File: src/rtl/tt_um_rs_bin2bcd_if.sv
// Pin bundle of the Tiny Tapeout user block for the binary-to-BCD converter.
interface tt_um_rs_bin2bcd_if;
  logic       ena;
  logic [7:0] ui_in;
  logic [7:0] uo_out;
  logic [7:0] uio_in;
  logic [7:0] uio_out;
  logic [7:0] uio_oe;

  modport master (output ena, ui_in, uio_in, input uo_out, uio_out, uio_oe);
  modport slave  (input ena, ui_in, uio_in, output uo_out, uio_out, uio_oe);
endinterface

File: src/rtl/tt_um_rs_bin2bcd.sv
// 8-bit binary to 3-digit BCD converter; iterative 10-cycle double-dabble by default,
// fully combinational (registered every clock) when BIN2BCD_COMB_EN is defined.
module tt_um_rs_bin2bcd (
  input logic             clk,
  input logic             rst_n,
  tt_um_rs_bin2bcd_if.slave tt
);

  function automatic logic [3:0] add3(input logic [3:0] d);
    logic [3:0] r;
    if (d >= 4'd5) begin
      r = d + 4'd3;
    end else begin
      r = d;
    end
    return r;
  endfunction

  logic [7:0] uo_q, uo_d;
  logic [1:0] hund_q, hund_d;
  logic       valid_q, valid_d;

`ifdef BIN2BCD_COMB_EN

  function automatic logic [9:0] double_dabble(input logic [7:0] b);
    logic [17:0] w;
    w = {10'd0, b};
    for (int i = 0; i < 8; i++) begin
      w[11:8]  = add3(w[11:8]);
      w[15:12] = add3(w[15:12]);
      w        = {w[16:0], 1'b0};
    end
    return w[17:8];
  endfunction

  logic [9:0] bcd_s;

  // Unrolled conversion of the live input, captured every clock
  always_comb begin
    bcd_s   = double_dabble(tt.ui_in);
    uo_d    = bcd_s[7:0];
    hund_d  = bcd_s[9:8];
    valid_d = 1'b1;
  end

  // Output registers
  always_ff @(posedge clk) begin
    if (rst_n) begin
      uo_q    <= 8'd0;
      hund_q  <= 2'd0;
      valid_q <= 1'b0;
    end else begin
      uo_q    <= uo_d;
      hund_q  <= hund_d;
      valid_q <= valid_d;
    end
  end

`else

  typedef enum logic [1:0] {
    ST_LOAD   = 2'd0,
    ST_SHIFT  = 2'd1,
    ST_UPDATE = 2'd2
  } state_e;

  state_e     state_q, state_d;
  logic [7:0] bin_q, bin_d;
  logic [9:0] scratch_q, scratch_d;
  logic [2:0] count_q, count_d;
  logic [9:0] adj_s;

  // Next-state and datapath: LOAD, eight SHIFT steps, then UPDATE publishes the result
  always_comb begin
    state_d   = state_q;
    bin_d     = bin_q;
    scratch_d = scratch_q;
    count_d   = count_q;
    uo_d      = uo_q;
    hund_d    = hund_q;
    valid_d   = 1'b0;
    // Hundreds never exceeds 2, so only tens and ones get the add-3 correction
    adj_s     = {scratch_q[9:8], add3(scratch_q[7:4]), add3(scratch_q[3:0])};
    case (state_q)
      ST_LOAD: begin
        bin_d     = tt.ui_in;
        scratch_d = 10'd0;
        count_d   = 3'd0;
        state_d   = ST_SHIFT;
      end
      ST_SHIFT: begin
        scratch_d = {adj_s[8:0], bin_q[7]};
        bin_d     = {bin_q[6:0], 1'b0};
        count_d   = count_q + 3'd1;
        if (count_q == 3'd7) begin
          state_d = ST_UPDATE;
        end else begin
          state_d = ST_SHIFT;
        end
      end
      ST_UPDATE: begin
        uo_d    = scratch_q[7:0];
        hund_d  = scratch_q[9:8];
        valid_d = 1'b1;
        state_d = ST_LOAD;
      end
      default: begin
        state_d = ST_LOAD;
      end
    endcase
  end

  // State, scratch and output registers; reset aborts any conversion in flight
  always_ff @(posedge clk) begin
    if (rst_n) begin
      state_q   <= ST_LOAD;
      bin_q     <= 8'd0;
      scratch_q <= 10'd0;
      count_q   <= 3'd0;
      uo_q      <= 8'd0;
      hund_q    <= 2'd0;
      valid_q   <= 1'b0;
    end else begin
      state_q   <= state_d;
      bin_q     <= bin_d;
      scratch_q <= scratch_d;
      count_q   <= count_d;
      uo_q      <= uo_d;
      hund_q    <= hund_d;
      valid_q   <= valid_d;
    end
  end

`endif

  assign tt.uo_out  = uo_q;
  assign tt.uio_out = {5'b00000, valid_q, hund_q};
  assign tt.uio_oe  = 8'b0000_0111;

  logic unused_s;
  assign unused_s = &{1'b0, tt.ena, tt.uio_in};

endmodule

File: src/flat_wrapper.sv
// flat-port wrapper written by rule: the top's interface ports become plain ports
module tt_um_rs_bin2bcd_flat 
  (clk, rst_n, tt_ena, tt_ui_in, tt_uio_in, tt_uo_out, tt_uio_out, tt_uio_oe);
  tt_um_rs_bin2bcd_if tt_i ();
  input logic clk;
  input logic rst_n;
  input wire logic [$bits(tt_i.ena)-1:0] tt_ena;
  input wire logic [$bits(tt_i.ui_in)-1:0] tt_ui_in;
  input wire logic [$bits(tt_i.uio_in)-1:0] tt_uio_in;
  output wire logic [$bits(tt_i.uo_out)-1:0] tt_uo_out;
  output wire logic [$bits(tt_i.uio_out)-1:0] tt_uio_out;
  output wire logic [$bits(tt_i.uio_oe)-1:0] tt_uio_oe;
  assign tt_i.ena = tt_ena;
  assign tt_i.ui_in = tt_ui_in;
  assign tt_i.uio_in = tt_uio_in;
  assign tt_uo_out = tt_i.uo_out;
  assign tt_uio_out = tt_i.uio_out;
  assign tt_uio_oe = tt_i.uio_oe;
  tt_um_rs_bin2bcd u_core (.clk(clk), .rst_n(rst_n), .tt(tt_i));
endmodule
File: config.mk
export PLATFORM = sky130hd
export DESIGN_NAME = tt_um_rs_bin2bcd_flat
export DESIGN_NICKNAME = d
export VERILOG_FILES = /design/src/rtl/tt_um_rs_bin2bcd_if.sv /design/src/rtl/tt_um_rs_bin2bcd.sv /design/src/flat_wrapper.sv
export SDC_FILE = /design/constraint.sdc
export NUM_CORES = 1
export LEC_CHECK = 0
export CORE_UTILIZATION = 30
export CTS_CLUSTER_SIZE = 25
export DETAILED_ROUTE_END_ITERATION = 7
export SYNTH_ARGS = -nofsm -noshare
export SYNTH_HDL_FRONTEND = slang
export SYNTH_SLANG_ARGS = --single-unit
File: constraint.sdc
create_clock -name clk -period 2.5 [get_ports clk]
set_input_delay 0.375 -clock clk [delete_from_list [all_inputs] [get_ports clk]]
set_output_delay 0.375 -clock clk [all_outputs]
set_load 0.005 [all_outputs]
; Word-level counts from Yosys, hierarchy flattened
; Cells that the tools add are included.
[classes]
n_addsub = 3
mul = 0
div_mod_pow = 0
magnitude_cmp = 2
n_eq_ne = 3
n_shift = 0
muxes = 8
bitwise_logic = 0
reduce_logical = 2
[op_table]
columns = cell, n
row1 = one-hot mux 10 bit (2 select lines), 1
row2 = one-hot mux 8 bit (2 select lines), 1
row3 = "adder 4 x 2 -> 4 bit, second input constant", 2
row4 = "greater-or-equal comparator 4 x 3 -> 1 bit, second input constant", 2
row5 = two-way mux 4 bit, 2
row6 = one-hot mux 3 bit (2 select lines), 1
row7 = one-hot mux 2 bit (2 select lines), 1
row8 = "adder 3 x 1 -> 3 bit, second input constant", 1
row9 = "equality test 3 bit, second input constant", 1
row10 = "equality test 2 x 1 -> 1 bit, second input constant", 1
row11 = "equality test 2 bit, second input constant", 1
row12 = logical NOT 2 bit, 1
row13 = two-way mux 2 bit, 1
row14 = nonzero test 2 bit, 1
row15 = two-way mux 1 bit, 1
[totals]
regBits = 34
latchBits = 0
ram_bits = 0
romBits = 0
input_bits = 19
output_inout_bits = 24
wordCells = 25
memories = 0

; Longest topological paths before layout
; Gate-level depths: netlist (run 1).
[depth]
ltp_word = 3
ltp_mapped = 6
mapped_depth_nobuf = 6

; Worst setup path before layout (run 1)
; OpenSTA, ideal clock, no wires.
[synth_timing]
kind = register to register
start = register u_core.scratch_q[5]
end = register u_core.scratch_q[6]
setup_ps = 117
arrival_ps = 1189
required_ps = 2383
slack_ps = 1195
path_stages_with_launch = 7
path_buffers = 0
synth_period_minus_slack_ps = 1305
path_cell_list = dfxtp_1 > inv_1 > ha_1 > nand2b_1 > a21oi_2 > mux2i_1 > a22o_1
[synth_via]
elab_chain_cells = 3
elab_cells_between_ends = 4
cone_classes = add/sub (1) / order compare (1) / mux (2)
[synth_rtl]
columns = element, line
row1 = from (decl), tt_um_rs_bin2bcd.sv:69  ; logic [9:0] scratch_q, scratch_d;
row2 = from (signal assigned), tt_um_rs_bin2bcd.sv:126  ; scratch_q <= scratch_d;
row3 = adder 4 x 2 -> 4 bit / greater-or-equal comparator 4 x 3 -> 1 bit (equally long branches), "tt_um_rs_bin2bcd.sv:12, tt_um_rs_bin2bcd.sv:11"
row4 = two-way mux 4 bit *, tt_um_rs_bin2bcd.sv:11  ; if (d >= 4'd5) begin
row5 = one-hot mux 10 bit (2 select lines) *, tt_um_rs_bin2bcd.sv:84  ; case (state_q)
; Every way passes the cells marked *; elsewhere a longest branch is shown, timed or not.
; A chain may end at the register's enable or synchronous reset.

; Worst setup path in the final report (run 1)
[layout_timing]
start = register u_core.state_q[0]
end = register u_core.scratch_q[1]
[layout_via]
elab_chain_cells = 2
elab_cells_between_ends = 4
cone_classes = eq/ne (1) / mux (1) / reduce/logical (2)
[layout_rtl]
columns = element, line
row1 = from (decl), tt_um_rs_bin2bcd.sv:67  ; state_e state_q, state_d;
row2 = from (signal assigned), tt_um_rs_bin2bcd.sv:124  ; state_q <= state_d;
row3 = equality test 2 x 1 -> 1 bit / logical NOT 2 bit (equally long branches), tt_um_rs_bin2bcd.sv:84
row4 = one-hot mux 10 bit (2 select lines) / nonzero test 2 bit (equally long branches), -
; Several ways; a longest one is shown, not always the timed one.

==> summary.txt, run 1 <==
========================================================================================================
Fraction of the mapped netlist area in compound gates .....................................        0.149
Clock Root Buffer ......................................................................... sky130_fd_sc_hd__clkbuf_8
Max incr delay on CP ......................................................................      0.86 ns
Post-route antenna net violation count ....................................................            0
Fraction of final layout cells with drive strength greater than 1 .........................       0.0728
Via density per instance ..................................................................         4.36
Portion of total power attributed to the clock network ....................................        0.428
Worst endpoint data arrival time ..........................................................      1.95 ns
Top flip-flop cell by instance count after synthesis ...................................... sky130_fd_sc_hd__dfxtp_1
Post-synthesis mux area share .............................................................       0.0565
Crit-path slowest cell .................................................................... sky130_fd_sc_hd__dfxtp_1
Number of levels the H-tree was split into ................................................            2
Final Hold Violating Endpoints ............................................................            0
Area of placed instances ..................................................................  0.00178 mm²
Placeable core area .......................................................................  0.00511 mm²
Detailed-route wire length per cell .......................................................      10.1 µm
Classification of the worst setup path .................................................... register to register
Largest fanout of any net on the critical path ............................................           20
Count of antenna diodes in the layout .....................................................            0
Number of antenna violations at the first check in global routing .........................            0
Basic-gate share of the synthesized area counting and, or, nand and nor cells .............        0.178
Post-synthesis adder-cell area fraction ...................................................       0.0471
TritonCTS clock tree ......................................................................         done
Initial Utilization .......................................................................        0.312
Routed via count ..........................................................................         1202
Result of the run .........................................................................    completed
First-pass GRT wire length ................................................................      5.00 mm
Fin cells .................................................................................          276
CTS Buf Count .............................................................................            5
Number of sinks on the clock net ..........................................................           34
Nets ......................................................................................          230
Summed area of non-filler cells in the final layout .......................................  0.00189 mm²
Die extent in y ...........................................................................      74.9 µm
Skew-Pair Late Insertion Delay ............................................................      0.28 ns
Switching part of the total power .........................................................        0.211
Post-route fraction of the period consumed by the critical path ...........................        0.691
Period minus WS final .....................................................................      1.73 ns
Flip-flop and latch count after synthesis .................................................           34
Post-place setup slack ....................................................................     0.700 ns
Synth Area per Inst .......................................................................     8.48 µm²
HPWL Detailed .............................................................................      1.92 mm
Area growth syn-to-layout .................................................................        18.4%
Number of optimization iterations in the first detailed-route pass ........................            3
TNS Setup .................................................................................         0 ns
Maximum root-to-sink buffer count .........................................................            2
Max-cap check violation count .............................................................            0
Share of the yosys chip area belonging to registers .......................................        0.427
Number of buffers added on ports ..........................................................           20
Least-Margin Pin Slew .....................................................................     0.823 ns
Total Wirelength ..........................................................................      2.78 mm
Sw Pwr ....................................................................................   0.000230 W
Top-level I/O count .......................................................................           43
Xor and xnor area share after synthesis ...................................................       0.0220
Leading cell types by total area after synthesis .......................................... sky130_fd_sc_hd__dfxtp_1 (43%), sky130_fd_sc_hd__buf_4 (8.0%), sky130_fd_sc_hd__a21oi_1 (7.8%), sky130_fd_sc_hd__nand2_1 (6.4%), sky130_fd_sc_hd__nor2_1 (6.4%)
Site row count ............................................................................           26
Number of synthesis warnings ..............................................................            0
Cell Chain, Critical Path ................................................................. nand2b_1 > nor2_1 > a22o_1
Part of the power in combinational logic ..................................................        0.055
Worst Slack Setup Final ...................................................................     0.772 ns
Most used standard cell by instance count after synthesis ................................. sky130_fd_sc_hd__dfxtp_1
Cell type with the highest aggregate area in the netlist .................................. sky130_fd_sc_hd__dfxtp_1
Share of flip-flops with an asynchronous set or reset .....................................            0
Post-route DRC ............................................................................            0
Die ar. ...................................................................................  0.00561 mm²
Internal power ............................................................................   0.000861 W
Mapped Cells ..............................................................................          188
Worst VDD drop ............................................................................     0.262 mV
Critical path endpoint category ...........................................................     register
Leakage dissipation .......................................................................     0.756 nW
Final worst clock skew ....................................................................   0.00341 ns
Cell Area, Synth ..........................................................................  0.00159 mm²
Post-CTS Hold Fix Bufs ....................................................................            0
Number of max-slew violations in the final report .........................................            0
Relative slew margins .....................................................................        0.451
Overflow left after global routing ........................................................            0
Count of distinct cell types in the synthesized netlist ...................................           24
Post-CTS clock slew at the launch and capture registers of the worst setup and hold paths .      0.06 ns
Required time worst endpoint ..............................................................      2.72 ns
PostCTS Resize Cnt ........................................................................            0
Sort of element at the start of the critical path .........................................     register
Number of placed cells counting well taps .................................................          268
Vias in the first global route ............................................................         1146
Post-synth EDFFs ..........................................................................            0
Global routing usage summed across all routing layers .....................................        0.120
Pwr per Cell Area .........................................................................   578 mW/mm²
Overall power after layout ................................................................    0.00109 W
Postcts setup bufs ........................................................................            0
Placer's final routability congestion estimate ............................................        0.768
Synth cell count leaders .................................................................. sky130_fd_sc_hd__dfxtp_1 (34), sky130_fd_sc_hd__nand2_1 (27), sky130_fd_sc_hd__nor2_1 (27)
Die X-Extent ..............................................................................      74.9 µm
Portion of synthesized cell area occupied by the leading cell type ........................        0.427
Largest net degree at the start of global routing .........................................           24
Largest family of logic cells by synthesized area ......................................... simple AND/OR/NAND/NOR gates
Setup repair after global routing missed its margin .......................................           no
Initial detailed-routing violation count ..................................................           53
Worst Hold Class .......................................................................... register to register
Number of setup violations in the final report ............................................            0
Maximum clock rate ........................................................................      579 MHz
Register share of total power .............................................................        0.516
========================================================================================================
==> through the flow <==
stage,util,hold WS [ns]
CTS,0.369,0.455
global route,0.369,0.473
global placement,0.348,0.442
detailed placement,0.348,0.445
finish,0.369,0.453
floorplan,-,0.432
==> power by group through the flow <==
stage,combinational [W],sequential (W),clock (W)
final,0.0000604,0.000563,0.000467
after global routing,0.0000711,0.000564,0.000515
after CTS,0.0000612,0.000563,0.000488
after detailed placement,0.0000611,0.000575,0
after global placement,0.0000603,0.000575,0
after floorplan,0.0000601,0.000569,0
==> cell type report <==
type | instances | area [µm²]
Fill cell | 548 | 3220
Multi-Input combinational cell | 137 | 771
Sequential cell | 34 | 681
Timing Repair Buffer | 23 | 223
Clock buffer | 8 | 110
Tap cell | 70 | 87.6
Inverter | 4 | 15.0
==> sequential cells by signal (all words and copies together) (netlist names) <==
register	cells
u_core.state_q	2
u_core.bin_q	8
u_core.tt.uo_out	8
u_core.scratch_q	10
u_core.valid_q	1
u_core.count_q	3
u_core.hund_q	2
==> final timing paths <==
| path | start | endpoint | slack [ns] | depth (start not counted) |
|---|---|---|---|---|
| hold reg to reg | u_core.tt.uo_out[7] | u_core.tt.uo_out[7] | 0.45 | 2 |
| setup / recovery | u_core.state_q[0] | u_core.scratch_q[1] | 0.77 | 3 |
| setup reg to reg | u_core.state_q[0] | u_core.scratch_q[1] | 0.77 | 3 |
| hold / removal | u_core.tt.uo_out[7] | u_core.tt.uo_out[7] | 0.45 | 2 |
==> metal layers <==
| layer | part of all wire | GRT usage |
|---|---|---|
| met3 | 0.035 | 0.0361 |
| met1 | 0.46 | 0.133 |
| met5 | 0 | 0 |
| met2 | 0.48 | 0.210 |
| met4 | 0.020 | 0.0566 |
==> cell usage in the layout (no fill, tap or decap) <==
master,synthesis,final
sky130_fd_sc_hd__a211oi_1,1,1
sky130_fd_sc_hd__a21oi_1,25,25
sky130_fd_sc_hd__o21ai_0,2,2
sky130_fd_sc_hd__a22o_1,4,4
sky130_fd_sc_hd__inv_1,4,4
sky130_fd_sc_hd__mux2i_1,9,9
sky130_fd_sc_hd__dfxtp_1,34,34
sky130_fd_sc_hd__clkdlybuf4s50_1,0,20
sky130_fd_sc_hd__nor3b_1,3,3
sky130_fd_sc_hd__xor2_1,2,2
sky130_fd_sc_hd__clkbuf_8,0,8
sky130_fd_sc_hd__a21oi_2,2,2
sky130_fd_sc_hd__buf_4,17,3
sky130_fd_sc_hd__nor2_1,27,27
sky130_fd_sc_hd__nand3_1,2,2
sky130_fd_sc_hd__conb_1,2,13
sky130_fd_sc_hd__nor3_1,1,1
sky130_fd_sc_hd__o41ai_2,2,2
sky130_fd_sc_hd__o21ai_1,2,2
sky130_fd_sc_hd__nor2b_1,3,3
sky130_fd_sc_hd__nand2b_1,4,4
sky130_fd_sc_hd__xnor2_1,2,2
sky130_fd_sc_hd__nand2_1,27,27
sky130_fd_sc_hd__ha_1,6,6
==> critical path: cells and delay by family, from the launching register on <==
family          cells  cell delay (ns)
compound gates      1             0.18
flops               1             0.86
simple gates        2             0.63
==> logic make-up (layout without fill, tap and decap cells) <==
family                   count (synthesis)  count (layout)
AND/OR/NAND/NOR                         67              67
AO/OA/AOI/OAI                           38              38
flip-flops                              34              34
buffers and inverters                   28              35
multiplexers                             9               9
adder cells (fa/ha/maj)                  6               6
XOR/XNOR                                 4               4
other                                    2              13
(Power assumes the default switching activity.)
==> run 2, diff against run 1 <==
==> constraint.sdc (replaced) <==
create_clock -name clk -period 1.8 [get_ports clk]
set_input_delay 0.27 -clock clk [delete_from_list [all_inputs] [get_ports clk]]
set_output_delay 0.27 -clock clk [all_outputs]
set_load 0.005 [all_outputs]
==> run 2 against run 1 <==
Core utilization up 0.22 points. Combinational power up 49%. Register-to-register slack worse by 0.39 ns. Die area unchanged. Routed wire length fell by 0.43%. Clock power increased by 25%. Via count up 2.7%. Sequential cell count did not move. Maximum frequency grew 22%. Critical path type unchanged. Largest cell class unchanged.
==> summary.txt, run 2 (synthesized netlist as in run 1, its figures left out) <==
========================================================================================================
Leakage dissipation .......................................................................     0.768 nW   +1.6%
Post-route DRC ............................................................................            0   unchanged
Nets ......................................................................................          234   +1.7%
Sort of element at the start of the critical path .........................................     register
Routed via count ..........................................................................         1235   +2.7%
Pwr per Cell Area .........................................................................   763 mW/mm²   +32%
Via density per instance ..................................................................         4.41   +1.3%
Most frequent standard cell in the layout excluding fill and tap cells .................... sky130_fd_sc_hd__dfxtp_1
Number of optimization iterations in the first detailed-route pass ........................            4   +1
Post-CTS Hold Fix Bufs ....................................................................            0   unchanged
Total length of routed met3 wires .........................................................       119 µm   +24%
First-pass GRT wire length ................................................................      5.04 mm   +0.84%
Filler Cell Count .........................................................................          553   +0.91%
Worst VDD drop ............................................................................     0.381 mV   +45%
Post-route fraction of the period consumed by the critical path ...........................        0.788   +0.0965
Post-CTS clock slew at the launch and capture registers of the worst setup and hold paths .      0.07 ns   about the same
Startpoint of the worst setup timing path ................................................. u_core.scratch_q[1]
Maximum root-to-sink buffer count .........................................................            2   unchanged
Initial Utilization .......................................................................        0.312   unchanged
TritonCTS clock tree ......................................................................         done
Global routing usage summed across all routing layers .....................................        0.121   +0.00103
Maximum clock rate ........................................................................      705 MHz   +22%
Post-place setup slack ....................................................................     0.321 ns   -0.379 ns
Period minus WS final .....................................................................      1.42 ns   -0.310 ns
Required time worst endpoint ..............................................................      2.03 ns   -0.69 ns
Final Hold Violating Endpoints ............................................................            0   unchanged
Post-route antenna net violation count ....................................................            0   unchanged
Launch point of the worst reg-to-reg path ................................................. u_core.scratch_q[1]
Placeable core area .......................................................................  0.00511 mm²   unchanged
Fraction of final layout cells with drive strength greater than 1 .........................       0.0857   +0.0129
Number of levels the H-tree was split into ................................................            2   unchanged
Die extent in y ...........................................................................      74.9 µm   unchanged
Largest fanout of any net on the critical path ............................................            4   -80%
Worst Slack Setup Final ...................................................................     0.382 ns   -0.390 ns
Register name with the most flops ......................................................... u_core.scratch_q
TNS Setup .................................................................................         0 ns   unchanged
Number of buffers added on ports ..........................................................           20   unchanged
Critical path endpoint category ...........................................................     register
Total Wirelength ..........................................................................      2.77 mm   -0.43%
Vias in the first global route ............................................................         1170   +2.1%
Max-cap check violation count .............................................................            0   unchanged
Skew-Pair Late Insertion Delay ............................................................      0.29 ns   about the same
Detailed-route wire length per cell .......................................................      9.89 µm   -1.9%
Overall power after layout ................................................................    0.00145 W   +33%
Top Layer Used ............................................................................         met4
Clock Root Buffer ......................................................................... sky130_fd_sc_hd__clkbuf_8
Placer's final routability congestion estimate ............................................        0.769   about the same
Top-level I/O count .......................................................................           43   unchanged
Largest net degree at the start of global routing .........................................           18   -25%
Area growth syn-to-layout .................................................................        19.1%
Met2 Routed Length ........................................................................      1.32 mm   -1.6%
Worst Min Path Start ...................................................................... u_core.tt.uo_out[5]
PostCTS Resize Cnt ........................................................................            0   unchanged
Met1 Routed Length ........................................................................      1.25 mm   -2.4%
HPWL Detailed .............................................................................      1.95 mm   +1.6%
Count of antenna diodes in the layout .....................................................            0   unchanged
Initial detailed-routing violation count ..................................................           39   -26%
Setup repair after global routing missed its margin .......................................           no
Postcts setup bufs ........................................................................            0   unchanged
Number of sinks on the clock net ..........................................................           34   unchanged
CTS Buf Count .............................................................................            5   unchanged
Largest register FFs ......................................................................           10   unchanged
Number of setup violations in the final report ............................................            0   unchanged
Die X-Extent ..............................................................................      74.9 µm   unchanged
Overflow left after global routing ........................................................            0   unchanged
Worst Hold Class .......................................................................... register to register
Most frequent cells in the layout ......................................................... sky130_fd_sc_hd__dfxtp_1 (34), sky130_fd_sc_hd__nand2_1 (27), sky130_fd_sc_hd__nor2_1 (27), sky130_fd_sc_hd__a21oi_1 (25), sky130_fd_sc_hd__clkdlybuf4s50_1 (20)
Number of max-slew violations in the final report .........................................            0   unchanged
Die ar. ...................................................................................  0.00561 mm²   unchanged
Result of the run .........................................................................    completed
Final worst clock skew ....................................................................   0.00288 ns   -0.000535 ns
Number of antenna violations at the first check in global routing .........................            0   unchanged
Worst endpoint data arrival time ..........................................................      1.65 ns   -0.30 ns
Classification of the worst setup path .................................................... register to register
Site row count ............................................................................           26   unchanged
========================================================================================================
-- run 2: cell count changes in the layout (fill, tap and decap cells not counted), sizes merged --
cell / delta
buf: +4
clkbuf: -1
clkinv: +1
-- run 2: power breakdown --
| group | total (W) | leakage [nW] | switching [W] | internal (W) |
|---|---|---|---|---|
| logic | 0.0000897 | 0.444 | 0.0000459 | 0.0000439 |
| clock network | 0.000583 | 0.0482 | 0.000275 | 0.000308 |
| registers | 0.000776 | 0.276 | 0.00000958 | 0.000767 |
| total | 0.00145 | 0.768 | 0.000330 | 0.00112 |
-- run 2: layout make-up --
| class | instances | area (µm²) | area share |
|---|---|---|---|
| clock inverter | 1 | 5.00 | 0.00264 |
| sequential | 34 | 681 | 0.359 |
| clock buffer | 7 | 86.3 | 0.0455 |
| tap | 70 | 87.6 | 0.0461 |
| inverter | 4 | 15.0 | 0.00791 |
| multi-input combinational | 137 | 771 | 0.406 |
| timing repair buffer | 27 | 253 | 0.133 |
-- run 2: critical path, cell delays in order, from the launching register on --
cell,delay [ns]
sky130_fd_sc_hd__dfxtp_1,0.38
sky130_fd_sc_hd__inv_1,0.09
sky130_fd_sc_hd__ha_1,0.17
sky130_fd_sc_hd__nand2b_1,0.14
sky130_fd_sc_hd__a21oi_2,0.24
sky130_fd_sc_hd__mux2i_1,0.22
sky130_fd_sc_hd__a22o_1,0.13
-- run 2: path summary, 6_finish.rpt --
kind / slack [ns] / endpoint / cells past startpoint
setup / recovery: 0.38 / u_core.scratch_q[2] / 6
hold / removal: 0.45 / u_core.tt.uo_out[5] / 2
setup reg to reg: 0.38 / u_core.scratch_q[2] / 6
hold reg to reg: 0.45 / u_core.tt.uo_out[5] / 2
-- run 2: through the flow --
step                hold WS [ns]  instance area, µm²  utilization  instances
finish                     0.453                1900        0.372        280
CTS                        0.456                1900        0.372        280
global placement           0.443                1810        0.354        272
detailed placement         0.446                1810        0.354        272
global route               0.468                1900        0.372        280
floorplan                  0.375                1640            -        199
-- run 2: per-layer routing --
layer	vias to the layer above	global-route usage
li1	631	-
met1	568	0.127
met2	28	0.210
met3	8	0.0375
met4	0	0.0755
met5	-	0
==> run 3, diff against run 2 <==
==> constraint.sdc (replaced) <==
create_clock -name clk -period 1.4 [get_ports clk]
set_input_delay 0.21 -clock clk [delete_from_list [all_inputs] [get_ports clk]]
set_output_delay 0.21 -clock clk [all_outputs]
set_load 0.005 [all_outputs]
==> run 3 against run 2 <==
Maximum frequency is 6.4% higher. Routed wire length is 1.2% higher. Total power up 29%. Critical path depth stayed put. Worst hold slack about the same. First-iteration DRC count fell by 33%. Sequential power grew 29%. Clock skew grew 0.00098 ns. Setup slack worse by 0.31 ns. Cell area increased by 4.7%. Largest cell class unchanged. Global-route usage fell by 0.38 points. Critical endpoint unchanged. Largest power group unchanged.
==> summary.txt, run 3 (synthesized netlist as in run 1, its figures left out) <==
========================================================================================================
Result of the run .........................................................................    completed
Maximum clock rate ........................................................................      751 MHz   +6.4%
Startpoint of the worst setup timing path ................................................. u_core.scratch_q[1]
Most frequent standard cell in the layout excluding fill and tap cells .................... sky130_fd_sc_hd__dfxtp_1
Area of placed instances ..................................................................  0.00188 mm²   +4.2%
Post-place setup slack ....................................................................  -0.00176 ns   -0.323 ns
Post-route DRC ............................................................................            0   unchanged
Final Hold Violating Endpoints ............................................................            0   unchanged
Worst endpoint data arrival time ..........................................................      1.56 ns   -0.09 ns
Max-cap check violation count .............................................................            0   unchanged
Site row count ............................................................................           26   unchanged
Initial Utilization .......................................................................        0.312   unchanged
Overflow left after global routing ........................................................            0   unchanged
Critical path endpoint category ...........................................................     register
Die ar. ...................................................................................  0.00561 mm²   unchanged
Fraction of final layout cells with drive strength greater than 1 .........................        0.150   +0.0643
Nets ......................................................................................          244   +4.3%
TNS Setup .................................................................................         0 ns   unchanged
Post-route antenna net violation count ....................................................            0   unchanged
First-pass GRT wire length ................................................................      4.86 mm   -3.4%
Clock Root Buffer ......................................................................... sky130_fd_sc_hd__clkbuf_8
Cell Chain, Critical Path ................................................................. inv_1 > ha_1 > nand2b_1 > a21oi_4 > mux2i_1 > a22o_1
Skew-Pair Late Insertion Delay ............................................................      0.28 ns   about the same
Die extent in y ...........................................................................      74.9 µm   unchanged
Largest fanout of any net on the critical path ............................................            3   -1
CTS Buf Count .............................................................................            5   unchanged
Worst path bufs/invs ......................................................................            1   unchanged
Number of buffers added on ports ..........................................................           20   unchanged
Global routing usage summed across all routing layers .....................................        0.117   -0.00385
Final worst clock skew ....................................................................   0.00386 ns   +0.000983 ns
Worst VDD drop ............................................................................     0.450 mV   +18%
Initial detailed-routing violation count ..................................................           26   -33%
Period minus WS final .....................................................................      1.33 ns   -0.0859 ns
Worst Min Path Start ...................................................................... u_core.tt.uo_out[0]
Largest register FFs ......................................................................           10   unchanged
Post-CTS Hold Fix Bufs ....................................................................            0   unchanged
Placeable core area .......................................................................  0.00511 mm²   unchanged
Pwr per Cell Area .........................................................................   940 mW/mm²   +23%
Via density per instance ..................................................................         4.30   -2.4%
TritonCTS clock tree ......................................................................         done
Die X-Extent ..............................................................................      74.9 µm   unchanged
Number of sinks on the clock net ..........................................................           34   unchanged
Number of setup violations in the final report ............................................            0   unchanged
Routed via count ..........................................................................         1248   +1.1%
Share of the core filled with cells .......................................................        0.389   +0.0174
Largest net degree at the start of global routing .........................................           18   unchanged
Area growth syn-to-layout .................................................................        24.6%
Leakage dissipation .......................................................................     0.822 nW   +7.0%
Top-level I/O count .......................................................................           43   unchanged
Post-CTS clock slew at the launch and capture registers of the worst setup and hold paths .      0.07 ns   about the same
Count of antenna diodes in the layout .....................................................            0   unchanged
Worst Slack Setup Final ...................................................................    0.0679 ns   -0.314 ns
Number of antenna violations at the first check in global routing .........................            0   unchanged
Placer's final routability congestion estimate ............................................        0.756   -1.6%
Postcts setup bufs ........................................................................            0   unchanged
Post-route fraction of the period consumed by the critical path ...........................        0.952   +0.164
Worst reg2reg path endpoint ............................................................... u_core.scratch_q[2]
Most frequent cells in the layout ......................................................... sky130_fd_sc_hd__dfxtp_1 (31), sky130_fd_sc_hd__nand2_1 (27), sky130_fd_sc_hd__nor2_1 (27), sky130_fd_sc_hd__a21oi_1 (25), sky130_fd_sc_hd__clkdlybuf4s50_1 (20)
Capturing instance or port of the critical path ........................................... u_core.scratch_q[2]
Crit-path slowest cell .................................................................... sky130_fd_sc_hd__dfxtp_2
Summed area of non-filler cells in the final layout .......................................  0.00199 mm²   +4.7%
Number of logic stages on the critical path including buffering ...........................            6   unchanged
Classification of the worst setup path .................................................... register to register
Sort of element at the start of the critical path .........................................     register
Required time worst endpoint ..............................................................      1.63 ns   -0.40 ns
Cell family with the largest share of critical-path delay .................................   flip-flops
Maximum root-to-sink buffer count .........................................................            2   unchanged
Number of optimization iterations in the first detailed-route pass ........................            4   unchanged
Setup slack on the worst flop-to-flop path ................................................      0.07 ns   -0.31 ns
Worst reg-to-reg path cell count ..........................................................            6   unchanged
Launch point of the worst reg-to-reg path ................................................. u_core.scratch_q[1]
HPWL Detailed .............................................................................      2.09 mm   +7.1%
Vias in the first global route ............................................................         1161   -0.77%
Number of max-slew violations in the final report .........................................            0   unchanged
Register name with the most flops ......................................................... u_core.scratch_q
Max incr delay on CP ......................................................................      0.33 ns   -0.05 ns
Total Wirelength ..........................................................................      2.80 mm   +1.2%
Detailed-route wire length per cell .......................................................      9.67 µm   -2.3%
Number of levels the H-tree was split into ................................................            2   unchanged
Worst Hold Class .......................................................................... register to register
Overall power after layout ................................................................    0.00187 W   +29%
========================================================================================================
## run 3: cell type report
class	instances	area, µm²
tap	70	87.6
inverter	4	15.0
timing repair buffer	37	328
multi-input combinational	137	781
clock inverter	1	5.00
clock buffer	7	86.3
sequential	34	684
fill	561	3120
## run 3: worst reg2reg max path: cells and delay by family (launching register included)
family | cells | cell delay (ns)
adder cells (fa/ha/maj) | 1 | 0.17
flip-flops | 1 | 0.33
multiplexers | 1 | 0.22
buffers and inverters | 1 | 0.06
AO/OA/AOI/OAI | 2 | 0.33
AND/OR/NAND/NOR | 1 | 0.17
## run 3: stage by stage
| step | instances | hold slack, ns |
|---|---|---|
| 3_5_place_dp | 282 | 0.446 |
| 3_3_place_gp | 282 | 0.444 |
| 5_1_grt | 290 | 0.471 |
| 6_report | 290 | 0.453 |
| 4_1_cts | 290 | 0.456 |
| 2_1_floorplan | 199 | 0.315 |
## run 3: what timing repair did
item | 4_1_cts | 5_1_grt
endpoints found under the hold margin | 0 | 0
setup endpoints to repair | 0 | 3
resized for setup | 0 | 6
## run 3: power by group
part           switching (W)  internal (W)
logic              0.0000618     0.0000598
clock network       0.000351      0.000397
registers          0.0000119      0.000986
total               0.000425       0.00144
## run 3: worst min path at each step
stage                           to  slack (ns)  cells past startpoint
2_1_floorplan  u_core.scratch_q[4]        0.31                      1
3_3_place_gp      u_core.hund_q[0]        0.44                      2
3_5_place_dp   u_core.tt.uo_out[7]        0.45                      2
4_1_cts        u_core.tt.uo_out[7]        0.46                      2
5_1_grt           u_core.hund_q[0]        0.47                      2
6_report       u_core.tt.uo_out[0]        0.45                      2
## run 3: layer usage
metal	vias up	share of wire	global-route usage
met5	-	0	0
met4	0	0.020	0.0629
met3	8	0.041	0.0361
met2	27	0.48	0.202
met1	556	0.46	0.129
li1	657	-	-
